### config.mk
export PLATFORM = sky130hd
export DESIGN_NAME = result_fifo
export DESIGN_NICKNAME = d
export VERILOG_FILES = /design/src/rtl/result_fifo.sv
export SDC_FILE = /design/constraint.sdc
export NUM_CORES = 1
export LEC_CHECK = 0
export ABC_AREA = 1
export BUFFER_PORTS_ARGS = -buffer_cell sky130_fd_sc_hd__buf_4
export CORE_ASPECT_RATIO = 1.1
export CORE_MARGIN = 4
export CORE_UTILIZATION = 44
export DETAILED_ROUTE_END_ITERATION = 10
export GPL_ROUTABILITY_DRIVEN = 0
export HOLD_SLACK_MARGIN = 0.15
export PLACE_DENSITY_LB_ADDON = 0.3
export SLEW_MARGIN = 5
export SYNTH_ARGS = -nofsm -noshare
export SYNTH_HDL_FRONTEND = slang
export SYNTH_SLANG_ARGS = --single-unit
### constraint.sdc
create_clock -name clk -period 6.04 [get_ports clk]
set_clock_uncertainty 0.15 [all_clocks]
set_input_delay 0.604 -clock clk [delete_from_list [all_inputs] [get_ports clk]]
set_output_delay 0.604 -clock clk [all_outputs]
set_load 0.05 [all_outputs]
### src/rtl/result_fifo.sv
// Show-ahead result FIFO with almost-full stall, occupancy count and sticky overflow.
// Define RESULT_FIFO_WATERMARK_EN to add the max_count high-water-mark output.
module result_fifo #(
  parameter int unsigned WIDTH        = 32,
  parameter int unsigned DEPTH        = 8,
  parameter int unsigned AFULL_THRESH = 5
) (
  input  logic                     clk,
  input  logic                     reset,
  input  logic                     in_valid,
  input  logic [WIDTH-1:0]         in_data,
  output logic                     stall,
  output logic                     out_valid,
  output logic [WIDTH-1:0]         out_data,
  input  logic                     out_ready,
  input  logic                     ovf_clr,
  output logic [$clog2(DEPTH):0]   count,
  output logic                     full,
  output logic                     empty,
  output logic                     overflow
`ifdef RESULT_FIFO_WATERMARK_EN
  ,
  output logic [$clog2(DEPTH):0]   max_count
`endif
);

  localparam int unsigned AW = $clog2(DEPTH);
  localparam int unsigned CW = AW + 1;
  localparam logic [CW-1:0] DEPTH_C = CW'(DEPTH);
  localparam logic [CW-1:0] AFULL_C = CW'(AFULL_THRESH);

  logic [WIDTH-1:0] mem [DEPTH];

  logic [AW-1:0] wr_ptr_q, wr_ptr_d;
  logic [AW-1:0] rd_ptr_q, rd_ptr_d;
  logic [CW-1:0] count_q, count_d;
  logic          full_q, full_d;
  logic          empty_q, empty_d;
  logic          stall_q, stall_d;
  logic          ovf_q, ovf_d;
  logic          wr_en, rd_en, drop;

  // Full is judged on the registered count, so a write into a full FIFO drops even if a read frees a slot.
  always_comb begin
    wr_en    = in_valid && !full_q;
    rd_en    = !empty_q && out_ready;
    drop     = in_valid && full_q;
    wr_ptr_d = wr_ptr_q;
    rd_ptr_d = rd_ptr_q;
    count_d  = count_q;
    if (wr_en) wr_ptr_d = wr_ptr_q + AW'(1);
    if (rd_en) rd_ptr_d = rd_ptr_q + AW'(1);
    case ({wr_en, rd_en})
      2'b10:   count_d = count_q + CW'(1);
      2'b01:   count_d = count_q - CW'(1);
      default: count_d = count_q;
    endcase
    full_d  = (count_d == DEPTH_C);
    empty_d = (count_d == '0);
    stall_d = (count_d >= AFULL_C);
    if (drop)         ovf_d = 1'b1;
    else if (ovf_clr) ovf_d = 1'b0;
    else              ovf_d = ovf_q;
  end

  always_ff @(posedge clk or posedge reset) begin
    if (reset) begin
      wr_ptr_q <= '0;
      rd_ptr_q <= '0;
      count_q  <= '0;
      full_q   <= 1'b0;
      empty_q  <= 1'b1;
      stall_q  <= 1'b0;
      ovf_q    <= 1'b0;
    end else begin
      wr_ptr_q <= wr_ptr_d;
      rd_ptr_q <= rd_ptr_d;
      count_q  <= count_d;
      full_q   <= full_d;
      empty_q  <= empty_d;
      stall_q  <= stall_d;
      ovf_q    <= ovf_d;
    end
  end

  // Storage carries no reset; validity is tracked solely by the pointers and count.
  always_ff @(posedge clk) begin
    if (wr_en) mem[wr_ptr_q] <= in_data;
  end

  assign count     = count_q;
  assign full      = full_q;
  assign empty     = empty_q;
  assign stall     = stall_q;
  assign overflow  = ovf_q;
  assign out_valid = !empty_q;
  assign out_data  = empty_q ? '0 : mem[rd_ptr_q];

`ifdef RESULT_FIFO_WATERMARK_EN
  logic [CW-1:0] max_count_q, max_count_d;

  // High-water mark of post-update occupancy; ovf_clr restarts it from the new count.
  always_comb begin
    max_count_d = max_count_q;
    if (ovf_clr)                     max_count_d = count_d;
    else if (count_d > max_count_q)  max_count_d = count_d;
  end

  always_ff @(posedge clk or posedge reset) begin
    if (reset) max_count_q <= '0;
    else       max_count_q <= max_count_d;
  end

  assign max_count = max_count_q;
`endif

endmodule

==> flow_metrics.env, run 1 <==
export IMPL_status="finished, final reports clean"
export IMPL_finalWirelength_um=23200
export IMPL_clk_latency_ns=0.52
export IMPL_drv_cap=0
export IMPL_clockBufferDepth=3
export IMPL_slew_headroom_pct=35.5
export IMPL_yosys_warnings=0
export IMPL_drt_pre_antenna_iters=5
export IMPL_setup_slack_ns=1.95
export IMPL_dp_hpwl_um=12500
export IMPL_syn_nets=863
export IMPL_arrival_ns=3.34
export IMPL_cp_depth=7
export IMPL_finalSetupViolCount=0
export IMPL_crit_fanout=91
export IMPL_post_route_min_period_ns=4.09
export IMPL_synth_distinct_cells=24
export IMPL_syn_inst=822
export IMPL_tns_ns=0
export IMPL_ant_nets=0
export IMPL_post_drt_wl_per_cell_um=18.9
export IMPL_top_layer_used="met4"
export IMPL_area_growth_pct=16.5
export IMPL_pre_cts_ws_ns=2.45
export IMPL_startpoint_type="flip-flop"
export IMPL_nets=939
export IMPL_p_leak_nw=4.32
export IMPL_hold_viol=0
export IMPL_clockRootBuffer="clkbuf_16"
export IMPL_drtIter0Drc=466
export IMPL_hold_path_class="input pin to flip-flop"
export IMPL_start_util_pct=45.1
export IMPL_synth_edff_count=256
export IMPL_multi_input_area_mm2=0.00241
export IMPL_die_y_um=172
export IMPL_grt_pass1_wl_um=36300
export IMPL_num_vias=6721
export IMPL_numPortBuffers=77
export IMPL_antenna_found_initial=0
export IMPL_cp_required_ns=5.29
export IMPL_cts_tree="yes"
export IMPL_cts_sinks=270
export IMPL_synth_top_flop_cell="edfxtp_1"
export IMPL_numCtsBuffers=26
export IMPL_cp_top_family="buffers and inverters"
export IMPL_syn_area_mm2=0.0107
export IMPL_grt_start_max_net_pins=92
export IMPL_end_kind="primary output"
export IMPL_postCtsSetupBuffers=0
export IMPL_rsz0062_at_grt="no"
export IMPL_overflow=0
export IMPL_holdPathStages=1
export IMPL_rows=59
export IMPL_async_flop_share_pct=5.19
export IMPL_drv_slew=0
export IMPL_cp_slowest_cell="inv_4"
export IMPL_nFillCells=2008
export IMPL_grt_total_usage_pct=17.0
export IMPL_path_buf_inv=3
export IMPL_synth_seq_cells=270
export IMPL_worst_ir_drop_vdd_v=0.000325
export IMPL_antennaDiodeCount=0
export IMPL_routed_wl_met2_um=11600
export IMPL_regArea_mm2=0.00805
export IMPL_ioPinCount=78
export IMPL_path_cells="inv_4 -> buf_4 -> nor2_1 -> o32ai_1 -> o21ai_1 -> nor2_1 -> buf_4"
export IMPL_vias_per_cell=5.50
export IMPL_max_freq_mhz=244
export IMPL_powerDensity_mw_per_mm2=565
export IMPL_final_layout_size_suffix_gt1_share_pct=15.1
export IMPL_worstMarginPinSlew_ns=0.967
export IMPL_criticalPathCategory="flip-flop to primary output"
export IMPL_crit_path_max_incr_delay_ns=0.77
export IMPL_r2r_cells=6
export IMPL_min_period_over_period_pct=67.8
export IMPL_yosysSeqAreaShare_pct=74.8
export IMPL_drcViolationCount=0
export IMPL_ctsHtreeMaxLevel=1
export IMPL_drt_met1_wl_um=10000
export IMPL_grt_pass1_vias=6623
export IMPL_syn_avg_cell_area_um2=13.1
export IMPL_die_area_mm2=0.0270
export IMPL_wl_met3_um=1200
export IMPL_utilization_pct=52.5
export IMPL_cts_clk_slew_worst_paths_ns=0.06
export IMPL_die_x_um=157
export IMPL_core_mm2=0.0238
[Yosys cell counts (all sizes together), types with 2 or more instances]
master    n  share of area, %
o32ai    64               5.2
o21ai   101               4.7
xnor2     2              0.16
nand3     8              0.42
nand2    29               1.0
nor2    268               9.4
ha        4              0.47
xor2      3              0.24
edfxtp  256                72
buf      27               1.8
clkbuf   25              0.87
inv      17              0.59
dfrtp    13               3.0
a21oi     2             0.093
[routing by layer]
metal / up-vias / track usage (%)
li1: 3150 / -
met1: 3364 / 23.3
met2: 174 / 29.6
met3: 33 / 2.33
met4: 0 / 3.40
met5: - / 0
[cells by family (layout without fill, tap and decap cells)]
family                     count (synthesis)  count (layout)  synth area share [%]
DFF                                      270             270                  74.8
adders and majority gates                  4               4                 0.466
and+or+nand+nor                          306             306                  10.9
AOI/OAI and AO/OA                        167             167                  10.0
muxes                                      1               1                 0.105
xor gates and xnor gates                   5               5                 0.408
buffers and inverters                     69             165                  3.29
[cells in the final DEF (no fill, tap or decap)]
| cell | count |
|---|---|
| nor2_1 | 259 |
| edfxtp_1 | 256 |
| buf_4 | 91 |
| o21ai_0 | 72 |
| o32ai_1 | 64 |
| nand2_1 | 29 |
| o21ai_1 | 29 |
| clkbuf_16 | 27 |
| inv_1 | 15 |
| dfrtp_1 | 11 |
| nor2_4 | 9 |
| clkbuf_1 | 9 |
| dlygate4sd3_1 | 9 |
| clkinv_1 | 8 |
| nand3_1 | 7 |
| ha_1 | 4 |
| xor2_1 | 3 |
| bufinv_16 | 3 |
| a21oi_1 | 2 |
| xnor2_1 | 2 |
| clkinv_2 | 2 |
| dfrtp_4 | 2 |
| mux2_2 | 1 |
| inv_4 | 1 |
| nand3_2 | 1 |
| or2_2 | 1 |
| dfstp_2 | 1 |
[path summary, 6_finish.rpt]
path	from	endpoint	slack [ns]
min	in_data[14]	mem[5][14]	0.17
max in group asynchronous	reset	rd_ptr_q[1]	4.74
max reg2reg	full	mem[5][30]	3.51
min reg2reg	wr_ptr_q[0]	wr_ptr_q[0]	0.39
min in group asynchronous	reset	overflow	0.56
max	rd_ptr_q[0]	out_data[27]	1.95
[flip-flops by register name (all words and copies together), names as in the netlist]
| name | count |
|---|---|
| count | 4 |
| rd_ptr_q | 3 |
| full | 1 |
| stall | 1 |
| empty | 1 |
| mem | 256 |
| wr_ptr_q | 3 |
| overflow | 1 |
[per-stage QoR]
step           cells  instance area, um2  hold WS, ns  total power (W)
3_5_place_dp    1166               11600        0.343          0.00554
2_1_floorplan    822               10700        0.343          0.00470
5_1_grt         1223               12500        0.154          0.00747
3_3_place_gp    1166               11600        0.339          0.00550
4_1_cts         1223               12500        0.150          0.00714
6_report        1223               12500        0.168          0.00707
[area by class of cell]
type / count / area share [%]
clock buffer: 36 / 5.67
clock inverter: 12 / 1.01
inverter: 17 / 0.530
multi-input combinational: 483 / 19.3
sequential: 270 / 64.3
tap: 305 / 3.05
timing repair buffer: 100 / 6.18
[what timing repair did]
item,CTS,global route
hold buffers,9,0
gates resized for setup,0,0
hold endpoints to repair,48,0
[worst reg2reg max path, delay by kind of cell (launching register included)]
| kind | cells | cell delay, ns |
|---|---|---|
| simple gates | 3 | 0.99 |
| buf+inv | 3 | 0.66 |
| flops | 1 | 0.38 |
[power by group]
part           switching [W]  internal, W  total (W)
clock               0.000644     0.000944    0.00159
sequential          0.000207      0.00236    0.00257
combinational        0.00208     0.000835    0.00291
(Power assumes the default switching activity.)
==> run 2, diff against run 1 <==
Clock period 6.04 ns to 3.8 ns, I/O delays scaled along.
==> flow_metrics.env, run 2 (synthesized netlist as in run 1, its figures left out) <==
export IMPL_cts_hold_buf=37
export IMPL_die_x_um=157
export IMPL_ant_nets=0
export IMPL_area_growth_pct=20.0
export IMPL_post_route_min_period_ns=3.08
export IMPL_final_layout_size_suffix_gt1_share_pct=15.7
export IMPL_grt_pass1_wl_um=36400
export IMPL_path_cells="inv_4 -> buf_12 -> nor2_1 -> o32ai_1 -> o21ai_1 -> nor2_1 -> buf_4"
export IMPL_antenna_found_initial=0
export IMPL_clockRootBuffer="clkbuf_16"
export IMPL_cp_slowest_cell="dfrtp_4"
export IMPL_num_vias=6780
export IMPL_post_drt_wl_per_cell_um=18.5
export IMPL_r2r_end="mem[0][26]"
export IMPL_nets=971
export IMPL_grt_start_max_net_pins=131
export IMPL_cts_clk_slew_worst_paths_ns=0.06
export IMPL_drv_cap=0
export IMPL_nFillCells=1975
export IMPL_finalSetupViolCount=0
export IMPL_tns_ns=0
export IMPL_rows=59
export IMPL_antennaDiodeCount=0
export IMPL_post_cts_resized=0
export IMPL_status="finished, final reports clean"
export IMPL_min_period_over_period_pct=81.2
export IMPL_ctsHtreeMaxLevel=1
export IMPL_max_freq_mhz=324
export IMPL_cts_tree="yes"
export IMPL_slew_headroom_pct=32.3
export IMPL_drt_pre_antenna_iters=4
export IMPL_regArea_mm2=0.00805
export IMPL_rsz0062_at_grt="no"
export IMPL_hold_path_class="input pin to async pin"
export IMPL_vias_per_cell=5.41
export IMPL_drv_slew=0
export IMPL_top_register="mem"
export IMPL_die_area_mm2=0.0270
export IMPL_r2r_cells=5
export IMPL_core_mm2=0.0238
export IMPL_cp_common_cell="nor2_1"
export IMPL_r2r_setup_slack_ns=1.37
export IMPL_largest_reg_flops=256
export IMPL_most_common_layout_cells="259 x nor2_1, 256 x edfxtp_1, 91 x buf_4"
export IMPL_end_kind="primary output"
export IMPL_start_util_pct=45.1
export IMPL_startpoint_type="flip-flop"
export IMPL_cts_sinks=270
export IMPL_hold_viol=0
export IMPL_drtIter0Drc=446
export IMPL_numPortBuffers=77
export IMPL_rr_startpoint="full"
export IMPL_criticalPathCategory="flip-flop to primary output"
export IMPL_worst_ir_drop_vdd_v=0.000564
export IMPL_numCtsBuffers=26
export IMPL_drcViolationCount=0
export IMPL_grt_total_usage_pct=17.2
export IMPL_clk_latency_ns=0.52
export IMPL_arrival_ns=2.55
export IMPL_grt_pass1_vias=6647
export IMPL_p_leak_nw=4.48
export IMPL_ioPinCount=78
export IMPL_pre_cts_ws_ns=1.26
export IMPL_finalWirelength_um=23200
export IMPL_crit_path_max_incr_delay_ns=0.50
export IMPL_dp_hpwl_um=12300
export IMPL_clockBufferDepth=3
export IMPL_powerDensity_mw_per_mm2=882
export IMPL_worstMarginPinSlew_ns=1.01
export IMPL_layout_commonest_cell="nor2_1"
export IMPL_overflow=0
export IMPL_setup_slack_ns=0.715
export IMPL_crit_fanout=40
export IMPL_die_y_um=172
export IMPL_multi_input_area_mm2=0.00241
export IMPL_postCtsSetupBuffers=0
export IMPL_cp_required_ns=3.27
run 2: cell count changes in the layout (fill, tap and decap cells not counted), moves of 3 or more:
cell / before / now
buf_12: 0 / 4
clkinv_1: 8 / 5
clkinvlp_4: 0 / 3
dlygate4sd3_1: 9 / 37
clkbuf_1: 9 / 3
run 2: where the power goes:
part | leakage, nW | switching [W] | internal (W)
clock network | 0.409 | 0.00106 | 0.00150
registers | 2.49 | 0.000187 | 0.00376
logic | 1.59 | 0.00346 | 0.00142
run 2: through the flow:
step / hold slack, ns / instances / power, W / utilization [%] / instance area [um2]
6_report: 0.318 / 1253 / 0.0114 / 54.1 / 12900
2_1_floorplan: 0.119 / 822 / 0.00747 / - / 10700
3_5_place_dp: 0.331 / 1170 / 0.00889 / 49.0 / 11700
5_1_grt: 0.383 / 1253 / 0.0120 / 54.1 / 12900
3_3_place_gp: 0.312 / 1170 / 0.00885 / 49.0 / 11700
4_1_cts: 0.326 / 1253 / 0.0115 / 54.1 / 12900
run 2: worst max-delay path by stage:
stage,from,to,slack [ns]
after detailed placement,rd_ptr_q[0],out_data[3],1.26
final,rd_ptr_q[0],out_data[19],0.72
after global placement,rd_ptr_q[0],out_data[4],1.27
after CTS,rd_ptr_q[0],out_data[19],0.62
after global routing,rd_ptr_q[0],out_data[19],0.53
after floorplan,full,mem[0][0],0.74
run 2: metal layers:
layer,track usage [%],share of wire (%),up-vias,routed length [um]
met3,2.18,5.0,37,1160
met5,0,0,-,0
met1,23.6,43,3372,9930
li1,-,-,3215,-
met4,4.53,1.9,0,443
met2,29.4,50,156,11700
run 2: worst max-delay path, delay by kind of cell (launching register included):
kind / cells / cell delay (ns)
AO/OA/AOI/OAI: 2 / 0.37
flip-flops: 1 / 0.50
buffers and inverters: 3 / 0.88
AND/OR/NAND/NOR: 2 / 0.27
run 2: area by class of cell:
class / count / area share (%)
Clock inverter: 16 / 1.29
Clock buffer: 30 / 5.33
Tap cell: 305 / 2.96
Inverter: 17 / 0.514
Timing Repair Buffer: 132 / 8.79
Multi-Input combinational cell: 483 / 18.7
Sequential cell: 270 / 62.4
==> run 3, diff against run 2 <==
Clock period 3.8 ns to 2.65 ns, I/O delays scaled along.
==> flow_metrics.env, run 3 (synthesized netlist as in run 1, its figures left out) <==
export IMPL_status="finished, final reports clean"
export IMPL_arrival_ns=2.23
export IMPL_cp_common_cell="nor2_2"
export IMPL_clk_latency_ns=0.54
export IMPL_core_mm2=0.0238
export IMPL_vias_per_cell=5.52
export IMPL_r2r_setup_slack_ns=0.49
export IMPL_cts_clk_slew_worst_paths_ns=0.07
export IMPL_cts_sinks=270
export IMPL_post_drt_wl_per_cell_um=20.0
export IMPL_rr_startpoint="full"
export IMPL_rows=59
export IMPL_top_register="mem"
export IMPL_largest_reg_flops=256
export IMPL_end_kind="primary output"
export IMPL_cts_tree="yes"
export IMPL_drt_pre_antenna_iters=5
export IMPL_finalSetupViolCount=0
export IMPL_drcViolationCount=0
export IMPL_final_layout_size_suffix_gt1_share_pct=22.7
export IMPL_crit_path_max_incr_delay_ns=0.57
export IMPL_grt_start_max_net_pins=67
export IMPL_ant_nets=0
export IMPL_numCtsBuffers=27
export IMPL_r2r_end="mem[1][18]"
export IMPL_most_common_layout_cells="256 x edfxtp_1, 237 x nor2_1, 69 x buf_4"
export IMPL_grt_pass1_vias=7002
export IMPL_criticalPathCategory="flip-flop to primary output"
export IMPL_drt_met1_wl_um=10700
export IMPL_hold_path_class="input pin to async pin"
export IMPL_ctsHtreeMaxLevel=1
export IMPL_wl_met3_um=1360
export IMPL_overflow=0
export IMPL_post_route_min_period_ns=2.64
export IMPL_routed_wl_met2_um=13200
export IMPL_area_growth_pct=28.9
export IMPL_crit_fanout=7
export IMPL_dp_hpwl_um=12700
export IMPL_power_total_w=0.0182
export IMPL_stdcell_area_mm2=0.0139
export IMPL_worstMarginPinSlew_ns=0.601
export IMPL_num_vias=7119
export IMPL_finalWirelength_um=25800
export IMPL_cp_slowest_cell="dfrtp_4"
export IMPL_grt_total_usage_pct=17.8
export IMPL_min_period_over_period_pct=99.7
export IMPL_antenna_found_initial=0
export IMPL_die_x_um=157
export IMPL_numPortBuffers=77
export IMPL_path_cells="clkinv_8 -> buf_8 -> buf_12 -> clkbuf_16 -> nor2_2 -> o32ai_2 -> nor2_1 -> nor2_2 -> buf_6"
export IMPL_clockRootBuffer="clkbuf_16"
export IMPL_antennaDiodeCount=0
export IMPL_worst_ir_drop_vdd_v=0.00100
export IMPL_powerDensity_mw_per_mm2=1310
export IMPL_startpoint_type="flip-flop"
export IMPL_max_freq_mhz=379
export IMPL_rsz0062_at_grt="yes"
export IMPL_cp_required_ns=2.24
export IMPL_start_util_pct=45.1
export IMPL_ioPinCount=78
export IMPL_drtIter0Drc=594
export IMPL_die_y_um=172
export IMPL_hold_viol=0
export IMPL_clockBufferDepth=3
export IMPL_p_leak_nw=4.88
export IMPL_layout_commonest_cell="edfxtp_1"
export IMPL_die_area_mm2=0.0270
export IMPL_drv_slew=0
export IMPL_grt_pass1_wl_um=37600
export IMPL_r2r_cells=6
export IMPL_place_area_mm2=0.0119
export IMPL_slew_headroom_pct=59.9
export IMPL_drv_cap=0
export IMPL_top_layer_used="met4"
export IMPL_nets=1008
-- run 3: cell count changes in the layout (fill, tap and decap cells not counted), moves of 18 or more --
cell / change
nor2_2: +18
o32ai_1: -20
buf_4: -22
nor2_1: -22
buf_6: +36
o32ai_2: +20
-- run 3: repair_timing --
action	4_1_cts	5_1_grt
hold endpoints to repair	276	0
hold buffers	37	0
buffers inserted	1	13
setup endpoints to repair	12	32
cloned	2	9
resized for setup	17	87
pin swaps	0	24
-- run 3: layout make-up --
cell class | instances | area [um2]
clock buffers | 33 | 698
fillers | 1827 | 9990
clock inverters | 14 | 143
well taps | 305 | 382
multi-input cells | 483 | 2640
repair buffers | 168 | 1870
inverters | 17 | 76.3
flip-flops and latches | 270 | 8050
-- run 3: critical path, delay by kind of cell, from the launching register on --
kind	cells	cell delay [ns]
DFF	1	0.57
buffers and inverters	5	0.69
AOI/OAI and AO/OA	1	0.11
and+or+nand+nor	3	0.31
-- run 3: routing by layer --
layer	track usage [%]	up-vias
li1	-	3291
met1	23.1	3562
met2	31.7	219
met3	2.58	47
met4	4.86	0
met5	0	-
-- run 3: metrics by stage --
stage                     TNS, ns  utilization [%]  cells  worst slack (ns)  hold slack, ns
after detailed placement        0             49.8   1181             0.451           0.228
after floorplan            -51.84                -    822            -0.405         0.00350
after global routing       -0.944             58.1   1290           -0.0898           0.268
final                           0             58.1   1290           0.00885           0.217
after CTS                 -0.0172             55.4   1268          -0.00589           0.204
after global placement          0             49.8   1181             0.495           0.219
-- run 3: worst max path at each step --
stage           startpoint            to  slack [ns]  cells past startpoint
2_1_floorplan         full     mem[0][0]       -0.41                      4
3_3_place_gp   rd_ptr_q[0]   out_data[1]        0.50                      7
3_5_place_dp   rd_ptr_q[0]   out_data[1]        0.45                      7
4_1_cts        rd_ptr_q[0]  out_data[16]      -0.006                      7
5_1_grt        rd_ptr_q[0]   out_data[3]       -0.09                      7
6_report       rd_ptr_q[0]   out_data[1]       0.009                      9
-- run 3: power breakdown --
part	internal (W)	switching [W]
Sequential	0.00538	0.000269
Combinational	0.00325	0.00566
Clock	0.00208	0.00154
